--- config.mk ---
export PLATFORM = sky130hd
export DESIGN_NAME = alu_cmd_sequencer_flat
export DESIGN_NICKNAME = d
export VERILOG_FILES = /design/src/rtl/alu_cmd_sequencer_if.sv /design/src/rtl/alu_cmd_sequencer.sv /design/src/flat_wrapper.sv
export SDC_FILE = /design/constraint.sdc
export NUM_CORES = 1
export LEC_CHECK = 0
export ABC_AREA = 1
export CELL_PAD_IN_SITES_DETAIL_PLACEMENT = 1
export CELL_PAD_IN_SITES_GLOBAL_PLACEMENT = 2
export CORE_MARGIN = 3
export CORE_UTILIZATION = 27
export DETAILED_ROUTE_END_ITERATION = 8
export PLACE_DENSITY_LB_ADDON = 0.1
export SLEW_MARGIN = 5
export SYNTH_ARGS = -nofsm -noshare
export SYNTH_HDL_FRONTEND = slang
export SYNTH_SLANG_ARGS = --single-unit
--- constraint.sdc ---
create_clock -name clk -period 1.6 [get_ports clk]
set_input_delay 0.4 -clock clk [delete_from_list [all_inputs] [get_ports clk]]
set_output_delay 0.4 -clock clk [all_outputs]
set_load 0.01 [all_outputs]
--- src/rtl/alu_cmd_sequencer_if.sv ---
// Command, ALU-side and response signals of the ALU command sequencer.
interface alu_cmd_sequencer_if #(
    parameter int unsigned WIDTH = 8
);
    localparam int unsigned OP_W  = 3;
    localparam int unsigned ADR_W = 2;
    localparam int unsigned FLG_W = 3;

    logic               cmd_valid;
    logic               cmd_ready;
    logic               cmd_load;
    logic [OP_W-1:0]    cmd_op;
    logic [ADR_W-1:0]   cmd_rd;
    logic [ADR_W-1:0]   cmd_rs1;
    logic [ADR_W-1:0]   cmd_rs2;
    logic [WIDTH-1:0]   cmd_imm;

    logic [WIDTH-1:0]   alu_a;
    logic [WIDTH-1:0]   alu_b;
    logic [OP_W-1:0]    alu_op;
    logic [WIDTH-1:0]   alu_out;
    logic               alu_cout;
    logic               alu_c_flag;
    logic               alu_zero;

    logic               rsp_valid;
    logic               rsp_ready;
    logic [WIDTH-1:0]   rsp_data;
    logic [FLG_W-1:0]   rsp_flags;

    logic               busy;

    // Sequencer side
    modport master (
        input  cmd_valid, cmd_load, cmd_op, cmd_rd, cmd_rs1, cmd_rs2, cmd_imm,
        input  alu_out, alu_cout, alu_c_flag, alu_zero,
        input  rsp_ready,
        output cmd_ready, alu_a, alu_b, alu_op,
        output rsp_valid, rsp_data, rsp_flags, busy
    );

    // Instruction source, ALU and response consumer side
    modport slave (
        output cmd_valid, cmd_load, cmd_op, cmd_rd, cmd_rs1, cmd_rs2, cmd_imm,
        output alu_out, alu_cout, alu_c_flag, alu_zero,
        output rsp_ready,
        input  cmd_ready, alu_a, alu_b, alu_op,
        input  rsp_valid, rsp_data, rsp_flags, busy
    );
endinterface

--- src/rtl/alu_cmd_sequencer.sv ---
// Command sequencer: owns a 4-entry register file, drives a combinational
// ALU for one cycle per command and returns the written value on a
// valid/ready response channel. One command in flight at a time.
module alu_cmd_sequencer #(
    parameter int unsigned WIDTH = 8,
    parameter int unsigned NREG  = 4
) (
    input  logic                 clk,
    input  logic                 rst_n,
    alu_cmd_sequencer_if.master  bus
);
    localparam int unsigned OP_W  = 3;
    localparam int unsigned ADR_W = 2;
    localparam int unsigned FLG_W = 3;

    typedef enum logic [1:0] {
        IDLE = 2'd0,
        EXEC = 2'd1,
        RESP = 2'd2
    } state_e;

    state_e             state_q,     state_d;
    logic [WIDTH-1:0]   regs_q [NREG];
    logic [WIDTH-1:0]   regs_d [NREG];
    logic [WIDTH-1:0]   alu_a_q,     alu_a_d;
    logic [WIDTH-1:0]   alu_b_q,     alu_b_d;
    logic [OP_W-1:0]    alu_op_q,    alu_op_d;
    logic [ADR_W-1:0]   rd_q,        rd_d;
    logic [WIDTH-1:0]   rsp_data_q,  rsp_data_d;
    logic [FLG_W-1:0]   rsp_flags_q, rsp_flags_d;
    logic               cmd_ready_q, cmd_ready_d;
    logic               rsp_valid_q, rsp_valid_d;
    logic               busy_q,      busy_d;

    // State register and datapath flops; reset abandons any command in flight
    always_ff @(posedge clk) begin
        if (!rst_n) begin
            state_q     <= IDLE;
            for (int i = 0; i < int'(NREG); i++) begin
                regs_q[i] <= '0;
            end
            alu_a_q     <= '0;
            alu_b_q     <= '0;
            alu_op_q    <= '0;
            rd_q        <= '0;
            rsp_data_q  <= '0;
            rsp_flags_q <= '0;
            cmd_ready_q <= 1'b1;
            rsp_valid_q <= 1'b0;
            busy_q      <= 1'b0;
        end else begin
            state_q     <= state_d;
            regs_q      <= regs_d;
            alu_a_q     <= alu_a_d;
            alu_b_q     <= alu_b_d;
            alu_op_q    <= alu_op_d;
            rd_q        <= rd_d;
            rsp_data_q  <= rsp_data_d;
            rsp_flags_q <= rsp_flags_d;
            cmd_ready_q <= cmd_ready_d;
            rsp_valid_q <= rsp_valid_d;
            busy_q      <= busy_d;
        end
    end

    // Next-state, register-file writeback and ALU operand selection
    always_comb begin
        state_d     = state_q;
        regs_d      = regs_q;
        alu_a_d     = alu_a_q;
        alu_b_d     = alu_b_q;
        alu_op_d    = alu_op_q;
        rd_d        = rd_q;
        rsp_data_d  = rsp_data_q;
        rsp_flags_d = rsp_flags_q;

        unique case (state_q)
            IDLE: begin
                if (bus.cmd_valid) begin
                    if (bus.cmd_load) begin
                        regs_d[bus.cmd_rd] = bus.cmd_imm;
                        rsp_data_d         = bus.cmd_imm;
                        rsp_flags_d        = {2'b00, bus.cmd_imm == WIDTH'(0)};
                        state_d            = RESP;
                    end else begin
                        // Operands come from pre-edge contents, so rd==rs is safe
                        alu_a_d  = regs_q[bus.cmd_rs1];
                        alu_b_d  = regs_q[bus.cmd_rs2];
                        alu_op_d = bus.cmd_op;
                        rd_d     = bus.cmd_rd;
                        state_d  = EXEC;
                    end
                end
            end
            EXEC: begin
                regs_d[rd_q] = bus.alu_out;
                rsp_data_d   = bus.alu_out;
                rsp_flags_d  = {bus.alu_cout, bus.alu_c_flag, bus.alu_zero};
                state_d      = RESP;
            end
            RESP: begin
                if (bus.rsp_ready) begin
                    state_d = IDLE;
                end
            end
            default: begin
                state_d = IDLE;
            end
        endcase

        // Status outputs are registered copies decoded from the next state
        cmd_ready_d = (state_d == IDLE);
        rsp_valid_d = (state_d == RESP);
        busy_d      = (state_d != IDLE);
    end

    assign bus.cmd_ready = cmd_ready_q;
    assign bus.alu_a     = alu_a_q;
    assign bus.alu_b     = alu_b_q;
    assign bus.alu_op    = alu_op_q;
    assign bus.rsp_valid = rsp_valid_q;
    assign bus.rsp_data  = rsp_data_q;
    assign bus.rsp_flags = rsp_flags_q;
    assign bus.busy      = busy_q;

endmodule

--- src/flat_wrapper.sv ---
// flat-port wrapper written by rule: the top's interface ports become plain ports
module alu_cmd_sequencer_flat 
#(
    parameter int unsigned WIDTH = 8,
    parameter int unsigned NREG  = 4
)
  (clk, rst_n, bus_cmd_valid, bus_cmd_load, bus_cmd_op, bus_cmd_rd, bus_cmd_rs1, bus_cmd_rs2, bus_cmd_imm, bus_alu_out, bus_alu_cout, bus_alu_c_flag, bus_alu_zero, bus_rsp_ready, bus_cmd_ready, bus_alu_a, bus_alu_b, bus_alu_op, bus_rsp_valid, bus_rsp_data, bus_rsp_flags, bus_busy);
  alu_cmd_sequencer_if #(.WIDTH(WIDTH)) bus_i ();
  input  logic clk;
  input  logic rst_n;
  input wire logic [$bits(bus_i.cmd_valid)-1:0] bus_cmd_valid;
  input wire logic [$bits(bus_i.cmd_load)-1:0] bus_cmd_load;
  input wire logic [$bits(bus_i.cmd_op)-1:0] bus_cmd_op;
  input wire logic [$bits(bus_i.cmd_rd)-1:0] bus_cmd_rd;
  input wire logic [$bits(bus_i.cmd_rs1)-1:0] bus_cmd_rs1;
  input wire logic [$bits(bus_i.cmd_rs2)-1:0] bus_cmd_rs2;
  input wire logic [$bits(bus_i.cmd_imm)-1:0] bus_cmd_imm;
  input wire logic [$bits(bus_i.alu_out)-1:0] bus_alu_out;
  input wire logic [$bits(bus_i.alu_cout)-1:0] bus_alu_cout;
  input wire logic [$bits(bus_i.alu_c_flag)-1:0] bus_alu_c_flag;
  input wire logic [$bits(bus_i.alu_zero)-1:0] bus_alu_zero;
  input wire logic [$bits(bus_i.rsp_ready)-1:0] bus_rsp_ready;
  output wire logic [$bits(bus_i.cmd_ready)-1:0] bus_cmd_ready;
  output wire logic [$bits(bus_i.alu_a)-1:0] bus_alu_a;
  output wire logic [$bits(bus_i.alu_b)-1:0] bus_alu_b;
  output wire logic [$bits(bus_i.alu_op)-1:0] bus_alu_op;
  output wire logic [$bits(bus_i.rsp_valid)-1:0] bus_rsp_valid;
  output wire logic [$bits(bus_i.rsp_data)-1:0] bus_rsp_data;
  output wire logic [$bits(bus_i.rsp_flags)-1:0] bus_rsp_flags;
  output wire logic [$bits(bus_i.busy)-1:0] bus_busy;
  assign bus_i.cmd_valid = bus_cmd_valid;
  assign bus_i.cmd_load = bus_cmd_load;
  assign bus_i.cmd_op = bus_cmd_op;
  assign bus_i.cmd_rd = bus_cmd_rd;
  assign bus_i.cmd_rs1 = bus_cmd_rs1;
  assign bus_i.cmd_rs2 = bus_cmd_rs2;
  assign bus_i.cmd_imm = bus_cmd_imm;
  assign bus_i.alu_out = bus_alu_out;
  assign bus_i.alu_cout = bus_alu_cout;
  assign bus_i.alu_c_flag = bus_alu_c_flag;
  assign bus_i.alu_zero = bus_alu_zero;
  assign bus_i.rsp_ready = bus_rsp_ready;
  assign bus_cmd_ready = bus_i.cmd_ready;
  assign bus_alu_a = bus_i.alu_a;
  assign bus_alu_b = bus_i.alu_b;
  assign bus_alu_op = bus_i.alu_op;
  assign bus_rsp_valid = bus_i.rsp_valid;
  assign bus_rsp_data = bus_i.rsp_data;
  assign bus_rsp_flags = bus_i.rsp_flags;
  assign bus_busy = bus_i.busy;
  alu_cmd_sequencer #(.WIDTH(WIDTH), .NREG(NREG)) u_core (.clk(clk), .rst_n(rst_n), .bus(bus_i));
endmodule
==> out/qor.csv <==
metric,value,unit
clock sink count,69,
multiplexer share of the synthesized area,0,
top-area cell type share of the netlist area,0.366,
"Slew Viols, Final",0,
Routed WL per cell,14.7,um
status,finished clean,
Yosys top cell by area,dfxtp_1,
worst-path fanout max,16,
YS warnings,0,
clk slew on worst S/H paths,0.06,ns
Mapped Cells,633,
post-layout util,0.400,
Antenna Cells,0,
worst r2r path cells,7,
# DRC,0,
H-tree depth reported by CTS,3,
Root Buffer,clkbuf_16,
relative slew slack,0.771,
crit path launch,u_core.state_q[0]$_SDFF_PN0_,
Unique masters post-synth,21,
minimum clock period,1.45,ns
worst hold endpoint,u_core.bus.rsp_flags[1]$_SDFFE_PN0P_,
CTS tree,yes,
Adder-Cell Fraction of Synth Area,0,
reg-to-reg endpoint,u_core.bus.rsp_data[5]$_SDFFE_PN0P_,
via-per-instance ratio,4.59,
endpoints failing setup,0,
global-route wire length before repair,21900,um
Die X,124,um
die area,15400,um2
Flop pwr share,0.354,
global placer's final weighted congestion,0.807,
unrepaired setup endpoints after global routing,false,
first drt pass iteration count,4,
Port Buf Inserts,65,
maximum VDD drop,0.000435,V
total CTS buffers,9,
area grow syn2layout,42.6,%
max-cap violation count,0,
nets,766,
sw frac,0.263,
Overflow after GRT,0,
leakage power,2.85,nW
DR vias,4191,
measured slew at the worst slew-check pin,0.341,ns
share of cells above drive strength 1,0.115,
Post-Synth XOR/XNOR Area,0,
worst hold path class,reg2reg,
fmax,0.692,GHz
register area,1380,um2
final worst slack,0.154,ns
Comb power frac,0.179,
CP endpoint kind,flop,
internal power,0.00395,W
fin crit share,0.904,
Power Total,0.00535,W
antenna-violating nets left,0,
Die Y,124,um
critical path arrival,1.66,ns
R2R Setup Slk,0.15,ns
core area,13500,um2
Setup crit start kind,flop,
CTS Hold Bufs,0,
HP Start,u_core.bus.rsp_flags[1]$_SDFFE_PN0P_,
Multi-input gate area,1950,um2
Iteration-0 DRC Markers,149,
Mapped Avg Cell Area,5.97,um2
Hold WS,0.464,ns
Cell Pwr Density,994,nW/um2
"Cell Area, Synth",3780,um2
Worst EP required,1.82,ns
starting density of the core,0.281,
FILL cells,1774,
Final HPWL DP,10500,um
"top cells by area, synth","dfxtp_1, nand2_1, nor2_1",
compound-gate portion of the synthesized area,0.111,
Yosys reg bits,69,
Hold Path Depth,2,
clock skew,0.00649,ns
Simple-Gate Fraction of Synth Area,0.406,
"Seq/Total Area, Yosys",0.366,
Reg2Reg Launch Point,u_core.state_q[0]$_SDFF_PN0_,
final-report hold violation count,0,
worst-skew pair later-pin latency,0.34,ns
Setup Buffers After CTS,0,
row cnt,42,
routed wire length,13400,um
Setup CP Type,reg2reg,
switching component of the power,0.00141,W
number of global-route vias before repair,4315,
Syn Nets,666,
largest family of logic cells by synthesized area,simple AND/OR/NAND/NOR gates,
Total GRT Usage,0.177,
initial antenna violation count,0,
Longest Clk Path Bufs,2,
dpl ws,-0.181,ns
largest net degree at the start of global routing,33,
Clk pwr share,0.467,
Fin Setup TNS,0,ns
I/O pins,66,
## cells by family after synthesis
group / count (synthesis)
compound gates: 76
flops: 69
buf+inv: 107
simple gates: 381
## worst max-delay path, stage by stage (launching register included)
cell,delay (ns)
dfxtp_1,0.38
inv_2,0.08
nor2_4,0.14
buf_12,0.16
nor2_1,0.05
buf_4,0.14
o21ai_0,0.25
a21oi_1,0.11
## stage by stage
stage               std cells  cell area (um2)
floorplan                 633             3780
detailed placement        898             5050
global placement          898             5050
global route              914             5390
finish                    914             5390
CTS                       914             5390
## power groups by stage
stage | Combinational (W) | Clock [W] | Sequential (W)
after floorplan | 0.000465 | 0 | 0.00195
after global placement | 0.000987 | 0 | 0.00193
after detailed placement | 0.00101 | 0 | 0.00194
after CTS | 0.000972 | 0.00256 | 0.00190
after global routing | 0.00108 | 0.00263 | 0.00191
final | 0.000958 | 0.00250 | 0.00190
## repair_timing
item | CTS | global route
hold endpoints to repair | 0 | 0
gates resized for setup | 33 | 1
setup endpoints to repair | 33 | 2
## flip-flops by register name (all words and copies together) (netlist names), 2 cells and up
register / flops
u_core.regs_q: 32
u_core.bus.rsp_data: 8
u_core.bus.alu_op: 3
u_core.bus.rsp_flags: 3
u_core.bus.alu_b: 8
u_core.state_q: 2
u_core.rd_q: 2
u_core.bus.alu_a: 8
## metal layers
metal / routed length, um / share of wire / global-route usage / up-vias
li1: - / - / - / 2142
met1: 6490 / 0.48 / 0.232 / 1962
met2: 6270 / 0.47 / 0.293 / 67
met3: 354 / 0.026 / 0.0249 / 20
met4: 325 / 0.024 / 0.0703 / 0
met5: 0 / 0 / 0 / -
## final cells by class
type                            instances  area share
Clock buffer                            9      0.0418
Clock inverter                          7      0.0272
Inverter                               79      0.0551
Multi-Input combinational cell        457       0.363
Sequential cell                        69       0.257
Tap cell                              176      0.0409
Timing Repair Buffer                  117       0.216
## synthesized netlist by cell type
cell type  instances
nand2_1          212
buf_6              3
buf_4              3
buf_1              2
buf_2              6
inv_1             74
dfxtp_1           69
nand3_1           30
clkbuf_1          14
o21ai_1            1
o21ai_0           31
nand3_2            5
nor2_4             1
nand2_4            2
nand3b_1           1
inv_2              5
a21oi_1           28
nor2_2             2
nor2_1           127
nand2_2            1
o211ai_1          16
## how the worst max path moves through the flow
stage                                               end  slack [ns]
floorplan              u_core.bus.alu_a[5]$_SDFFE_PN0P_        0.33
global placement          u_core.regs_q[2]$_SDFFE_PN0P_       -0.11
detailed placement       u_core.regs_q[30]$_SDFFE_PN0P_       -0.18
CTS                 u_core.bus.rsp_data[6]$_SDFFE_PN0P_        0.12
global route             u_core.regs_q[31]$_SDFFE_PN0P_        0.02
finish              u_core.bus.rsp_data[5]$_SDFFE_PN0P_        0.15
## layout by cell type (no fill, tap or decap), drive strengths merged
cell and n:
bufinv 4, nor2 130, nand3b 1, clkbuf 9, dfxtp 69, clkinv 2, o21ai 32, dlygate4sd2 33
nand3 35, nand2 215, clkdlybuf4s50 32, a21oi 28, buf 52, o211ai 16, inv 80
Note: power is estimated with default switching activity, not from simulation.
